File: src/rtl/instr_fetch_pkg.sv
// Shared constants for the fetch stage: default widths, reset PC, buffer depth
// and the NOP presented to decode when no instruction is available.
package instr_fetch_pkg;

  localparam int unsigned INST_WIDTH_DEF   = 32;
  localparam int unsigned ADDR_WIDTH_DEF   = 32;
  localparam logic [31:0] RESET_PC_DEF     = 32'h0000_0000;
  localparam int unsigned FETCH_FIFO_DEPTH = 4;
  localparam logic [31:0] NOP_INST         = 32'h0000_0013;

  function automatic int unsigned cnt_width(input int unsigned depth);
    return $clog2(depth) + 1;
  endfunction

endpackage

File: src/rtl/instr_fetch_fifo.sv
// Instruction buffer: synchronous FIFO of {pc, instruction} entries with flush.
// Head data is read straight from the storage registers.
module fetch_fifo #(
  parameter int unsigned WIDTH = 64,
  parameter int unsigned DEPTH = 4
) (
  input  logic                     clk,
  input  logic                     reset,
  input  logic                     push,
  input  logic                     pop,
  input  logic                     flush,
  input  logic [WIDTH-1:0]         wdata,
  output logic [WIDTH-1:0]         rdata,
  output logic                     full,
  output logic                     empty,
  output logic [$clog2(DEPTH):0]   count
);

  localparam int unsigned PW = $clog2(DEPTH);
  localparam int unsigned CW = PW + 1;
  localparam logic [CW-1:0] DEPTH_C = CW'(DEPTH);

  logic [WIDTH-1:0] mem_q [DEPTH];
  logic [WIDTH-1:0] mem_d [DEPTH];
  logic [PW-1:0]    wr_ptr_q, wr_ptr_d;
  logic [PW-1:0]    rd_ptr_q, rd_ptr_d;
  logic [CW-1:0]    count_q, count_d;
  logic             do_push, do_pop;

  assign empty = (count_q == '0);
  assign full  = (count_q == DEPTH_C);
  assign count = count_q;
  assign rdata = mem_q[rd_ptr_q];

  always_comb begin
    do_pop   = pop & ~empty;
    do_push  = push & (~full | do_pop);
    mem_d    = mem_q;
    wr_ptr_d = wr_ptr_q;
    rd_ptr_d = rd_ptr_q;
    count_d  = count_q;
    if (flush) begin
      wr_ptr_d = '0;
      rd_ptr_d = '0;
      count_d  = '0;
    end else begin
      if (do_push) begin
        mem_d[wr_ptr_q] = wdata;
        wr_ptr_d        = wr_ptr_q + PW'(1);
      end
      if (do_pop) begin
        rd_ptr_d = rd_ptr_q + PW'(1);
      end
      count_d = count_q + CW'(do_push) - CW'(do_pop);
    end
  end

  always_ff @(posedge clk) begin
    mem_q <= mem_d;
    if (reset) begin
      wr_ptr_q <= '0;
      rd_ptr_q <= '0;
      count_q  <= '0;
    end else begin
      wr_ptr_q <= wr_ptr_d;
      rd_ptr_q <= rd_ptr_d;
      count_q  <= count_d;
    end
  end

endmodule

File: src/rtl/instr_fetch.sv
// Fetch stage: issues in-order word fetches under a credit limit, buffers tagged
// responses for decode, and on redirect flushes and drops in-flight responses.
module instr_fetch
  import instr_fetch_pkg::*;
#(
  parameter int unsigned           INST_WIDTH = INST_WIDTH_DEF,
  parameter int unsigned           ADDR_WIDTH = ADDR_WIDTH_DEF,
  parameter logic [ADDR_WIDTH-1:0] RESET_PC   = ADDR_WIDTH'(RESET_PC_DEF),
  parameter int unsigned           FIFO_DEPTH = FETCH_FIFO_DEPTH
) (
  input  logic                  clk,
  input  logic                  reset,
  output logic                  imem_req,
  output logic [ADDR_WIDTH-1:0] imem_addr,
  input  logic                  imem_ready,
  input  logic                  imem_rvalid,
  input  logic [INST_WIDTH-1:0] imem_rdata,
  input  logic                  redirect,
  input  logic [ADDR_WIDTH-1:0] redirect_pc,
  output logic [INST_WIDTH-1:0] inst,
  output logic [ADDR_WIDTH-1:0] inst_pc,
  output logic                  inst_valid,
  input  logic                  inst_ready,
  output logic                  misalign_err
);

  localparam int unsigned CW = cnt_width(FIFO_DEPTH);
  localparam int unsigned EW = ADDR_WIDTH + INST_WIDTH;
  localparam logic [CW:0] DEPTH_C = (CW+1)'(FIFO_DEPTH);
  localparam logic [INST_WIDTH-1:0] NOP_C = INST_WIDTH'(NOP_INST);

  logic [ADDR_WIDTH-1:0] fetch_pc_q, fetch_pc_d;
  logic [ADDR_WIDTH-1:0] resp_pc_q, resp_pc_d;
  logic [CW-1:0]         outstanding_q, outstanding_d;
  logic [CW-1:0]         drop_cnt_q, drop_cnt_d;
  logic                  misalign_q, misalign_d;

  logic [CW-1:0]         fifo_count;
  logic                  fifo_full, fifo_empty;
  logic [EW-1:0]         fifo_rdata;
  logic [CW:0]           credit_used;
  logic [ADDR_WIDTH-1:0] target_pc;
  logic                  accept, push, pop;

  // Buffered plus in-flight fetches never exceed the buffer size, so a
  // response always has a free slot waiting for it.
  assign credit_used = {1'b0, outstanding_q} + {1'b0, fifo_count};
  assign imem_req    = ~reset & ~redirect & (credit_used < DEPTH_C);
  assign imem_addr   = fetch_pc_q;

  assign inst_valid   = ~fifo_empty;
  assign inst         = inst_valid ? fifo_rdata[INST_WIDTH-1:0] : NOP_C;
  assign inst_pc      = inst_valid ? fifo_rdata[EW-1:INST_WIDTH] : '0;
  assign misalign_err = misalign_q;

  always_comb begin
    target_pc     = {redirect_pc[ADDR_WIDTH-1:2], 2'b00};
    accept        = imem_req & imem_ready;
    push          = imem_rvalid & ~redirect & (drop_cnt_q == '0);
    pop           = inst_valid & inst_ready;
    outstanding_d = outstanding_q + CW'(accept) - CW'(imem_rvalid);
    fetch_pc_d    = fetch_pc_q;
    resp_pc_d     = resp_pc_q;
    drop_cnt_d    = drop_cnt_q;
    misalign_d    = misalign_q;
    if (redirect) begin
      fetch_pc_d = target_pc;
      resp_pc_d  = target_pc;
      // No request is accepted this cycle, so whatever remains in flight after
      // it belongs to the old path.
      drop_cnt_d = outstanding_q - CW'(imem_rvalid);
      misalign_d = misalign_q | (redirect_pc[1:0] != 2'b00);
    end else begin
      if (accept) begin
        fetch_pc_d = fetch_pc_q + ADDR_WIDTH'(4);
      end
      if (push) begin
        resp_pc_d = resp_pc_q + ADDR_WIDTH'(4);
      end
      if (imem_rvalid && (drop_cnt_q != '0)) begin
        drop_cnt_d = drop_cnt_q - CW'(1);
      end
    end
  end

  always_ff @(posedge clk) begin
    if (reset) begin
      fetch_pc_q    <= RESET_PC;
      resp_pc_q     <= RESET_PC;
      outstanding_q <= '0;
      drop_cnt_q    <= '0;
      misalign_q    <= 1'b0;
    end else begin
      fetch_pc_q    <= fetch_pc_d;
      resp_pc_q     <= resp_pc_d;
      outstanding_q <= outstanding_d;
      drop_cnt_q    <= drop_cnt_d;
      misalign_q    <= misalign_d;
      assert (!(push && fifo_full && !pop));
    end
  end

  fetch_fifo #(
    .WIDTH (EW),
    .DEPTH (FIFO_DEPTH)
  ) u_fifo (
    .clk   (clk),
    .reset (reset),
    .push  (push),
    .pop   (pop),
    .flush (redirect),
    .wdata ({resp_pc_q, imem_rdata}),
    .rdata (fifo_rdata),
    .full  (fifo_full),
    .empty (fifo_empty),
    .count (fifo_count)
  );

endmodule
File: config.mk
export PLATFORM = sky130hd
export DESIGN_NAME = instr_fetch
export DESIGN_NICKNAME = d
export VERILOG_FILES = /design/src/rtl/instr_fetch_pkg.sv /design/src/rtl/instr_fetch_fifo.sv /design/src/rtl/instr_fetch.sv
export SDC_FILE = /design/constraint.sdc
export NUM_CORES = 1
export LEC_CHECK = 0
export CAP_MARGIN = 40
export CORE_MARGIN = 1
export CORE_UTILIZATION = 32
export CTS_BUF_LIST = sky130_fd_sc_hd__clkbuf_16
export CTS_CLUSTER_SIZE = 28
export DETAILED_ROUTE_END_ITERATION = 12
export PLACE_DENSITY = 0.5
export SLEW_MARGIN = 10
export SYNTH_ARGS = -nofsm -noshare
export SYNTH_HDL_FRONTEND = slang
export SYNTH_SLANG_ARGS = --single-unit
File: constraint.sdc
create_clock -name clk -period 3.2 [get_ports clk]
set_input_delay 0.48 -clock clk [delete_from_list [all_inputs] [get_ports clk]]
set_output_delay 0.48 -clock clk [all_outputs]
set_load 0.01 [all_outputs]
==> flow_metrics.env <==
export IMPL_slowest_stage="mux4_2"
export IMPL_worst_pin_slew_ps=838.8
export IMPL_grt_ovfl_total=0
export IMPL_port_buffers=164
export IMPL_p_comb_frac=0.106
export IMPL_hp_start="misalign_err"
export IMPL_regArea_um2=8934
export IMPL_hold_ws_ps=461.1
export IMPL_slowest_delay_ps=500
export IMPL_power_switching_w=0.002252
export IMPL_syn_to_final_growth_pct=26.70
export IMPL_cts_tree="yes"
export IMPL_wl_per_cell_um=19.06
export IMPL_synth_cells=906
export IMPL_cts_resized=0
export IMPL_crit_type="flip-flop to primary output"
export IMPL_dr_first_iter_drc_count=397
export IMPL_holdPathStages=2
export IMPL_finClkSkew_ps=28.59
export IMPL_arrival_ps=2470
export IMPL_finalSetupTns_ps=0
export IMPL_die_area_um2=43230
export IMPL_nFillCells=3900
export IMPL_grtUsageTotal=0.1476
export IMPL_synth_area_top_cells="edfxtp_1 (55%), dfxtp_1 (11%), mux4_2 (10%)"
export IMPL_vias=8225
export IMPL_cts_buffers=37
export IMPL_grt_max_degree=62
export IMPL_r2r_start="u_fifo.count[1]"
export IMPL_p_leak_nw=5.621
export IMPL_crit_start="u_fifo.rd_ptr_q[0]"
export IMPL_synth_fa_ha_area_frac=0.01770
export IMPL_maxCapViolCount=0
export IMPL_cts_clk_slew_worst_paths_ps=60
export IMPL_fin_util=0.4108
export IMPL_synth_main_ff_cell="edfxtp_1"
export IMPL_grt_pass1_vias=8340
export IMPL_path_cells="buf_4 > mux4_2 > or2_2 > clkdlybuf4s50_1"
export IMPL_rrSetupSlack_ps=500
export IMPL_p_int_w=0.007623
export IMPL_dieWidth_um=207.9
export IMPL_ys_types=65
export IMPL_initial_core_util=0.3242
export IMPL_drive_above_1_share=0.1459
export IMPL_synth_xor_area_frac=0.02453
export IMPL_final_area_um2=17190
export IMPL_rows=75
export IMPL_yosys_register_bits=322
export IMPL_synth_area_per_cell_um2=14.98
export IMPL_synth_top_family_by_area="simple AND/OR/NAND/NOR gates"
export IMPL_grt_pass1_wl_um=49690
export IMPL_htree_levels=2
export IMPL_ant_nets=0
export IMPL_slew_viol_final=0
export IMPL_worstPathMaxFanout=9
export IMPL_worstHoldPathType="flip-flop to flip-flop"
export IMPL_period_share=0.9234
export IMPL_io_pins=169
export IMPL_synthArstFlopShare=0
export IMPL_antenna_found_initial=0
export IMPL_endpoint_kind="primary output"
export IMPL_ys_seq_area_frac=0.6580
export IMPL_root_buffer="clkbuf_16"
export IMPL_clock_path_buffers=3
export IMPL_r2r_cells=11
export IMPL_ir_drop_mv=0.3980
export IMPL_clock_latency_ps=520
export IMPL_drc=0
export IMPL_max_slew_margin=0.4387
export IMPL_hold_viol_final=0
export IMPL_status="complete, no violations"
export IMPL_multi_input_area_um2=4328
export IMPL_rsz0062_at_grt="no"
export IMPL_finalNetCount=1179
export IMPL_seq_power_share=0.485
export IMPL_drt_pass1_iter_count=4
export IMPL_drt_total_wl_um=31560
export IMPL_gp_congestion=0.7678
export IMPL_period_needed_ps=2955
export IMPL_synth_mux_area_frac=0.1052
export IMPL_clock_fmax_mhz=338.4
export IMPL_fp_dieH_um=207.9
export IMPL_synth_edf_count=248
export IMPL_power_density_nw_per_um2=574.3
export IMPL_postCtsHoldBufs=0
export IMPL_synth_area_leader_cell="edfxtp_1"
export IMPL_core_um2=41850
export IMPL_cts_sinks=322
export IMPL_routed_via_density=4.967
export IMPL_yosysTopAreaCellShare=0.5488
export IMPL_dp_hpwl_um=20150
export IMPL_start_kind="flip-flop"
export IMPL_swShare=0.2280
export IMPL_antenna_cells=0
export IMPL_synth_compound_area_frac=0.05560
export IMPL_synth_area_um2=13570
export IMPL_place_area_um2=16000
export IMPL_synth_simple_area_share=0.1144
export IMPL_cp_required_ps=2720
export IMPL_clockPowerShare=0.409
export IMPL_yosysWarnings=0
export IMPL_setup_violations=0
## power groups by stage
stage / clock (W) / combinational (W) / sequential [W]
detailed placement: 0 / 0.00106 / 0.00488
floorplan: 0 / 0.000539 / 0.00485
CTS: 0.00415 / 0.00107 / 0.00479
global placement: 0 / 0.00106 / 0.00488
finish: 0.00404 / 0.00104 / 0.00479
global route: 0.00429 / 0.00115 / 0.00481
## layout by cell type, fill, tap and decap left out, types with 17 or more instances in the layout
cell             instances
a211oi_1                18
a21oi_1                 26
a31oi_1                 17
and2_1                  65
buf_4                   18
clkbuf_16               37
clkdlybuf4s50_1        163
dfxtp_1                 72
edfxtp_1               248
inv_1                   31
mux4_2                  62
nand2_1                 44
nand3_1                 24
nor2_1                  42
nor3_1                  17
o21ai_0                 17
xnor2_1                 28
## per-stage QoR
step | power, W | std cells | setup WS (ps)
floorplan | 0.005384 | 909 | 46.44
global placement | 0.005931 | 1585 | 341.5
detailed placement | 0.005939 | 1585 | 382.7
CTS | 0.01001 | 1650 | 16.96
global route | 0.01026 | 1656 | 148.0
finish | 0.009874 | 1656 | 245.1
## layout make-up
type                    instances  share of cell area
flip-flops and latches        322              0.5196
repair buffers                194              0.1170
multi-input cells             511              0.2517
well taps                     539             0.03923
clock inverters                28             0.01310
inverters                      25            0.005458
clock buffers                  37             0.05385
## path summary, 6_finish.rpt
check                     endpoint
hold / removal        misalign_err
setup reg to reg  outstanding_q[2]
setup / recovery           inst[0]
hold reg to reg       misalign_err
## worst max-delay path: cells and delay by family, from the launching register on
family	cells	cell delay, ps
buf+inv	2	730
mux	1	500
flops	1	430
simple gates	1	300
## sequential cells by signal, indices dropped and copies added, names as in the netlist
name             flops
u_fifo.count         3
drop_cnt_q           3
imem_addr           30
resp_pc_q           30
u_fifo.mem_q       248
misalign_err         1
u_fifo.wr_ptr_q      2
outstanding_q        3
u_fifo.rd_ptr_q      2
## cells by family (layout without fill, tap and decap cells)
kind of cell,after synthesis,after routing
flops,322,322
simple gates,272,272
compound gates,114,114
buf+inv,76,284
mux,65,65
xor+xnor,38,38
fa+ha+maj,18,18
other cells,1,4
## synth_stat cells (3+ instances only)
master,n
nand4_1,14
o21a_1,3
and3_1,8
a211oi_1,18
mux4_2,62
or4_1,3
clkbuf_1,28
buf_4,7
edfxtp_1,248
a21boi_0,6
xor2_1,10
a21oi_1,26
or2_2,6
o311ai_0,3
o21ai_0,17
dfxtp_1,74
a311oi_1,4
and2_1,69
ha_1,16
and4_1,8
nor4_1,6
buf_2,13
nor2_1,42
nand2_1,44
nand3_1,24
nor3_1,17
o21bai_1,3
a31oi_1,17
or3_1,10
inv_1,24
xnor2_1,28
o211ai_1,5
## timing repair
item | 4_1_cts | 5_1_grt
hold endpoints to repair | 0 | 0
setup endpoints to repair | 0 | 17
buffers inserted | 0 | 6
## layer usage
layer / vias to the layer above / global-route usage / wire (µm)
met5: - / 0 / 0
li1: 3850 / - / -
met4: 0 / 0.03602 / 547
met2: 251 / 0.2319 / 14450
met3: 44 / 0.02702 / 1789
met1: 4080 / 0.2112 / 14770
Note: power is estimated with default switching activity, not from simulation.
